## config.mk

```make
export PLATFORM = sky130hd
export DESIGN_NAME = seq_limb_subtractor
export DESIGN_NICKNAME = d
export VERILOG_FILES = /design/src/rtl/arith_pkg.sv /design/src/rtl/limb_sub.sv /design/src/rtl/seq_limb_subtractor.sv
export SDC_FILE = /design/constraint.sdc
export NUM_CORES = 1
export LEC_CHECK = 0
export BUFFER_PORTS_ARGS = -buffer_cell sky130_fd_sc_hd__buf_2
export CORE_MARGIN = 5
export CORE_UTILIZATION = 40
export DETAILED_ROUTE_END_ITERATION = 16
export PLACE_DENSITY = 0.6
export SLEW_MARGIN = 25
export SYNTH_ARGS = -nofsm -noshare
export SYNTH_HDL_FRONTEND = slang
export SYNTH_SLANG_ARGS = --single-unit
```

## constraint.sdc

```tcl
create_clock -name clk -period 4.8 [get_ports clk]
set_input_delay 0.48 -clock clk [delete_from_list [all_inputs] [get_ports clk]]
set_output_delay 0.48 -clock clk [all_outputs]
set_load 0.01 [all_outputs]
```

## src/rtl/arith_pkg.sv

```systemverilog
// Shared definitions for the sequential limb subtractor: FSM states and
// elaboration-time sizing helpers.
package arith_pkg;

  typedef enum logic [1:0] {
    IDLE = 2'd0,
    CALC = 2'd1,
    NEG  = 2'd2,
    DONE = 2'd3
  } state_t;

  // Ceiling log2, usable in constant expressions.
  function automatic int unsigned clog2(input int unsigned v);
    int unsigned r;
    r = 0;
    for (int i = 0; i < 32; i++) begin
      if ((64'(1) << i) < 64'(v)) r = 32'(i + 1);
    end
    return r;
  endfunction

  // Operand width must split into a whole number of limbs.
  function automatic bit limbs_ok(input int unsigned w, input int unsigned l);
    return (l != 0) && (w >= l) && ((w % l) == 0);
  endfunction

endpackage

```

## src/rtl/limb_sub.sv

```systemverilog
// One LIMB-bit slice of the subtractor: d = a - b - bin with borrow out.
module limb_sub #(
  parameter int unsigned LIMB = 8
) (
  input  logic [LIMB-1:0] a,
  input  logic [LIMB-1:0] b,
  input  logic            bin,
  output logic [LIMB-1:0] d,
  output logic            bout
);

  assign {bout, d} = {1'b0, a} - {1'b0, b} - (LIMB + 1)'(bin);

endmodule

```

## src/rtl/seq_limb_subtractor.sv

```systemverilog
// Multi-cycle A-B over WIDTH bits, one LIMB slice per clock with a registered
// borrow chain, optional absolute-difference mode and result flags.
module seq_limb_subtractor
  import arith_pkg::*;
#(
  parameter int unsigned WIDTH = 32,
  parameter int unsigned LIMB  = 8
) (
  input  logic             clk,
  input  logic             rst_n,
  input  logic             start,
  input  logic             abs_mode,
  input  logic [WIDTH-1:0] a,
  input  logic [WIDTH-1:0] b,
  output logic             busy,
  output logic             done,
  output logic [WIDTH-1:0] diff,
  output logic             borrow,
  output logic             overflow,
  output logic             zero
);

  localparam int unsigned NLIMB = WIDTH / LIMB;
  localparam int unsigned IDXW  = (NLIMB > 1) ? clog2(NLIMB) : 1;
  localparam logic [IDXW-1:0] LAST_IDX = IDXW'(NLIMB - 1);

  generate
    if (!limbs_ok(WIDTH, LIMB)) begin : g_bad_cfg
      $error("seq_limb_subtractor: WIDTH must be a non-zero multiple of LIMB");
    end
  endgenerate

  state_t           state;
  logic [WIDTH-1:0] op_a;
  logic [WIDTH-1:0] op_b;
  logic             op_abs;
  logic [WIDTH-1:0] work;
  logic             bin;
  logic [IDXW-1:0]  idx;

  logic [31:0]      shamt;
  logic [LIMB-1:0]  a_limb;
  logic [LIMB-1:0]  b_limb;
  logic [LIMB-1:0]  d_limb;
  logic             bout;
  logic [WIDTH-1:0] limb_mask;
  logic [WIDTH-1:0] work_nxt;
  logic             ovf_raw;

  // Select the current limb and splice the slice result back into the working value.
  always_comb begin
    shamt     = 32'(idx) * LIMB;
    a_limb    = LIMB'(op_a >> shamt);
    b_limb    = LIMB'(op_b >> shamt);
    limb_mask = WIDTH'({LIMB{1'b1}}) << shamt;
    work_nxt  = (work & ~limb_mask) | (WIDTH'(d_limb) << shamt);
    ovf_raw   = (op_a[WIDTH-1] != op_b[WIDTH-1]) && (work_nxt[WIDTH-1] != op_a[WIDTH-1]);
  end

  limb_sub #(.LIMB(LIMB)) u_limb_sub (
    .a    (a_limb),
    .b    (b_limb),
    .bin  (bin),
    .d    (d_limb),
    .bout (bout)
  );

  // Control FSM with registered handshake and result outputs.
  always_ff @(posedge clk or negedge rst_n) begin
    if (!rst_n) begin
      state    <= IDLE;
      op_a     <= '0;
      op_b     <= '0;
      op_abs   <= 1'b0;
      work     <= '0;
      bin      <= 1'b0;
      idx      <= '0;
      busy     <= 1'b0;
      done     <= 1'b0;
      diff     <= '0;
      borrow   <= 1'b0;
      overflow <= 1'b0;
      zero     <= 1'b0;
    end else begin
      done <= 1'b0;
      case (state)
        IDLE: begin
          if (start) begin
            op_a   <= a;
            op_b   <= b;
            op_abs <= abs_mode;
            work   <= '0;
            bin    <= 1'b0;
            idx    <= '0;
            busy   <= 1'b1;
            state  <= CALC;
          end
        end
        CALC: begin
          work <= work_nxt;
          bin  <= bout;
          idx  <= idx + IDXW'(1);
          if (idx == LAST_IDX) begin
            // Flags always describe the raw A-B, even when the magnitude follows.
            borrow   <= bout;
            overflow <= ovf_raw;
            zero     <= (work_nxt == '0);
            if (op_abs && bout) begin
              state <= NEG;
            end else begin
              diff  <= work_nxt;
              done  <= 1'b1;
              state <= DONE;
            end
          end
        end
        NEG: begin
          work  <= -work;
          diff  <= -work;
          done  <= 1'b1;
          state <= DONE;
        end
        DONE: begin
          busy  <= 1'b0;
          state <= IDLE;
        end
        default: state <= IDLE;
      endcase
    end
  end

endmodule

```

# Word level (Yosys, flattened, before mapping)
# Index checks and enable logic that the tools add are counted.
[word_totals] reg_bits=139 inputBits=68 output_inout_bits=37 word_cells=66
[op_classes] add_sub_neg=4 n_eq_ne=9 n_shift=4 mux=18 bitwise_logic=3 reduce_logical=15
[op_table] op="$mux W32" count=3
[op_table] op="$pmux W32 S3" count=1
[op_table] op="$pmux W32 S2" count=1
[op_table] op="$shr A32 B5 Y8" count=2
[op_table] op="$and A32 B32 Y32" count=1
[op_table] op="$logic_not A32 Y1" count=1
[op_table] op="$neg A32 Y32" count=1
[op_table] op="$not A32 Y32" count=1
[op_table] op="$or A32 B32 Y32" count=1
[op_table] op="$shl A8 B5 Y32" count=1
[op_table] op="$shl A8 B5 Y32 const A" count=1
[op_table] op="$reduce_and A2 Y1" count=6
[op_table] op="$sub A8 B8 Y9" count=1
[op_table] op="$sub A9 B1 Y9" count=1
[op_table] op="$pmux W2 S4" count=1
[op_table] op="$eq A2 B2 Y1 const B" count=3
[op_table] op="$mux W2" count=3
[op_table] op="$ne A2 B2 Y1 const B" count=3
[op_table] op="$pmux W1 S2" count=3
[op_table] op="$reduce_bool A2 Y1" count=3
[op_table] op="$mux W1" count=5
[op_table] op="$pmux W2 S2" count=1
[op_table] op="$reduce_and A3 Y1" count=1
[op_table] op="$reduce_bool A3 Y1" count=1
[op_table] op="other kinds (5)" count=7

# Logic depth before layout (Yosys ltp)
[logic_depth] ltp_word=8 mapped_depth=16 depth_no_buf=11

# Cells and area by module
# From an unflattened synthesis, not the netlist that was laid out.
[hier_totals] cells_unflattened=810 area_unflattened_um2=8115.3
[by_module_without_submodules] mod="seq_limb_subtractor" instances=1 cells_per_inst=734 area_each_um2=7561.0 seq_area_each_um2=3478.3
[by_module_without_submodules] mod="limb_sub" instances=1 cells_per_inst=76 area_each_um2=554.3 seq_area_each_um2=0.0

# Worst setup path before layout
# OpenSTA, ideal clock, no wires.
[synth_path] kind="register -> register" startpoint="register idx[0]" endpoint="register diff[31]" setup_ns=0.121 arrival_ns=4.225 path_slack_ns=0.454 path_stages_with_launch=15 n_path_buf=5 synth_period_minus_slack_ns=4.346 path_cell_list="dfrtp_1 -> clkbuf_1 -> buf_2 -> buf_1 -> mux4_2 -> ha_1 -> inv_1 -> ha_1 -> or3_1 -> and3_1 -> a221o_1 -> a22o_1 -> buf_2 -> clkbuf_1 -> o22a_1"
[synth_between] elab_chain_len=8 word_cells_on_any_way=17
[synth_lines] element="start: declaration" line_no="seq_limb_subtractor.sv:39" text="logic [IDXW-1:0] idx;"
[synth_lines] element="start signal: assignment" line_no="seq_limb_subtractor.sv:102" text="idx <= idx + IDXW'(1);"
[synth_lines] element="$shr A32 B5 Y8 (on tied branches)" line_no="seq_limb_subtractor.sv:53, seq_limb_subtractor.sv:54"
[synth_lines] element="$sub A8 B8 Y9" line_no="limb_sub.sv:12" text="assign {bout, d} = {1'b0, a} - {1'b0, b} - (LIMB + 1)'(bin);"
[synth_lines] element="$sub A9 B1 Y9" line_no="limb_sub.sv:12"
[synth_lines] element="$shl A8 B5 Y32" line_no="seq_limb_subtractor.sv:56" text="work_nxt = (work & ~limb_mask) | (WIDTH'(d_limb) << shamt);"
[synth_lines] element="$or A32 B32 Y32" line_no="seq_limb_subtractor.sv:56"
[synth_lines] element="$mux W32" line_no="seq_limb_subtractor.sv:108" text="if (op_abs && bout) begin"
[synth_lines] element="$mux W32" line_no="seq_limb_subtractor.sv:103" text="if (idx == LAST_IDX) begin"
[synth_lines] element="$pmux W32 S2" line_no="seq_limb_subtractor.sv:86" text="case (state)"
[synth_lines] element="end signal: assignment" line_no="seq_limb_subtractor.sv:111" text="diff <= work_nxt;"
[synth_lines] element="end signal: assignment" line_no="seq_limb_subtractor.sv:119" text="diff <= -work;"
[synth_lines] element="end: declaration" line_no="seq_limb_subtractor.sv:17" text="output logic [WIDTH-1:0] diff,"
# Parallel ways exist; a longest one is shown, timed or not. The select of a mux whose other input is x is not followed.
# A chain may end at the register's enable or synchronous reset.

# Worst setup path in the final report
[layout_path] startpoint="register idx[0]" endpoint="register diff[10]"
# The elaborated chain is that of the path after synthesis.

==> results.toml <==
[timing]
finalClockSkew_ns = 0.00989
fmax_ghz = 0.252
fin_tns_setup_ns = 0
finalSetupViolations = 0
finalCritPeriodShare_pct = 82.5
grt_setup_unrepaired = "no"
slew_violations = 0
maxSlewHeadroom_pct = 35.9
tightest_slew_ns = 0.962
finalCriticalPeriod_ns = 3.96
hold_viol = 0

[finish]
fin_nets = 944
area_growth_pct = 16.8
fill_cells = 1891
final_cell_mix = "dfrtp_1, buf_2, mux2_2, nor2_1, nand2_1"
drive_gt1_share_pct = 28.6
stdcell_count = 1131
n_antenna_cell = 0
final_common_cell = "dfrtp_1"

[job]
cap_violations = 0

[clocking]
cts_root_buf = "clkbuf_16"
clkLatencyLatePin_ns = 0.43
postCtsHoldBufs = 0
path_clk_slew_ns = 0.06
cts_tree = "built"
htreeDepth = 4
cts.path.max_buffers = 2
clock_sinks = 139
cts_setup_buffers = 0
numCtsBuffers = 17
ctsResizeCount = 0

[die]
die-area_sq_um = 22900
num_rows = 51
die_w_microns = 151
start_util_pct = 40.9
die_height_microns = 151
io_pins = 105
core_sq_um = 19500

[logic_synthesis]
yosys_warnings = 0
syn_avg_cell_area_sq_um = 10.4
synth_edf_count = 0
yosysUniqueCellTypes = 67
synth_ff_type = "dfrtp_1"
ys_seq_area_share_pct = 43.6
async_flop_share_pct = 100
synth_area_sq_um = 7980
netlist_instances = 764
syn-num-nets = 855
synth_seq_cells = 139

[global_route]
grt_overflow = 0
grt_pass1_wl_mm = 34.8
grt_pass1_vias = 6244
antenna_found_initial = 2
grtUsageTotal_pct = 19.7
grt_max_degree = 105

[routing]
ant_nets = 0
drcViolationCount = 0
avgViaCountPerCell = 5.58
wirelength_mm = 21.7
first_pass_iters = 5
via_count = 6316
drtIter0Drc = 474
drt-wirelength-per-cell_microns = 19.2

[setup_path]
slowest_stage = "a22o_2"
cp.arrival_ns = 4.31
end_kind = "register"
path_common_cell = "ha_1"
cp.required_ns = 5.14
worstPathMaxFanout = 44
critPathKind = "register to register"
start_kind = "register"
slowest_delay_ns = 0.74
worstPathCellList = "buf_12 -> mux4_2 -> ha_1 -> inv_1 -> ha_1 -> a21boi_0 -> o22a_1 -> a221o_1 -> a22o_2 -> buf_4 -> nor2_1 -> a21oi_1"

[placed_design]
portBuffers = 104
detailed_place_hpwl_mm = 15.3
place_congestion = 0.887
placedCellCount = 1099

[outcome]
status = "complete, no violations"

[worst_hold_path]
holdCritPathClass = "input port to asynchronous set/reset pin"
[flip-flops by register name, summed over array words and instances (netlist names)]
register  flops
done          1
busy          1
borrow        1
op_a         32
op_abs        1
zero          1
work         32
op_b         32
diff         32
state         2
overflow      1
bin           1
idx           2
[metal layers]
layer  GRT usage [%]  routed length [microns]  vias up  share of wire (%)
met2            32.1                    10500      230                 48
met5               0                       27        -               0.12
met3            5.09                     1590       25                7.3
met1            26.1                     9350     3077                 43
li1                -                        -     2980                  -
met4            5.08                      291        4                1.3
[layout make-up]
type / instances / area [sq um] / area share, %
Inverter: 46 / 173 / 1.85
Clock buffer: 19 / 443 / 4.75
Timing Repair Buffer: 118 / 647 / 6.94
Clock inverter: 13 / 106 / 1.14
Tap cell: 265 / 332 / 3.56
Multi-Input combinational cell: 531 / 4140 / 44.4
Sequential cell: 139 / 3480 / 37.3
[path summary, 6_finish.rpt]
| path | from | endpoint | slack [ns] | depth (start not counted) |
|---|---|---|---|---|
| setup / recovery | idx[0] | diff[10] | 0.84 | 12 |
| hold / removal | rst_n | diff[22] | 0.17 | 1 |
| setup reg to reg | idx[0] | diff[10] | 0.84 | 12 |
| hold reg to reg | diff[17] | diff[17] | 0.48 | 1 |
| max in group asynchronous | rst_n | work[8] | 3.62 | 2 |
| min in group clk | b[20] | op_b[20] | 0.28 | 2 |
[synth_stat cells, types with 4 or more instances]
library cell	n	area (sq um)
nor3_1	18	90.1
a21oi_1	35	175
mux2i_1	16	160
clkbuf_1	33	124
xnor2_1	19	166
o21ai_0	24	120
nor2_1	56	210
o21a_1	7	52.6
dfrtp_1	139	3480
o221ai_1	8	70.1
nand4_1	4	25.0
nand3_1	10	50.1
o22ai_1	22	138
mux2_1	5	56.3
o211ai_1	6	45.0
a31oi_1	7	43.8
a22o_1	4	35.0
a22oi_1	22	165
nand2_1	47	176
inv_1	44	165
buf_1	11	41.3
nand2b_1	9	56.3
mux2_2	69	777
o21ai_1	5	25.0
a21boi_0	5	37.5
nor4_1	11	68.8
o31ai_1	5	37.5
nor2b_1	6	37.5
mux4_2	16	360
or4_1	5	37.5
or3_1	8	50.1
ha_1	21	263
xor2_1	11	96.3
[cells by family after synthesis]
family / synth area share [%]
AOI/OAI and AO/OA: 15.2
xor gates and xnor gates: 3.29
adders and majority gates: 3.80
buffers and inverters: 4.64
DFF: 43.6
muxes: 17.0
and+or+nand+nor: 12.5
[per-stage QoR]
step	hold WS [ns]	instance area (sq um)	util, %	worst slack, ns
after floorplan	0.184	7980	-	0.454
final	0.168	9320	47.7	0.839
after CTS	0.237	9310	47.7	0.795
after global routing	0.247	9320	47.7	0.460
after global placement	0.465	8760	44.9	0.956
after detailed placement	0.474	8760	44.9	0.823
[critical path, delay by kind of cell (launching register included)]
family	cells	cell delay, ns
AND/OR/NAND/NOR	1	0.05
flip-flops	1	0.43
buffers and inverters	3	0.53
multiplexers	1	0.51
adder cells (fa/ha/maj)	2	0.63
AO/OA/AOI/OAI	5	1.71
Power is left out: the tool's default activity adds up to more than one toggle a clock period on the data nets, which glitch-free logic cannot reach.
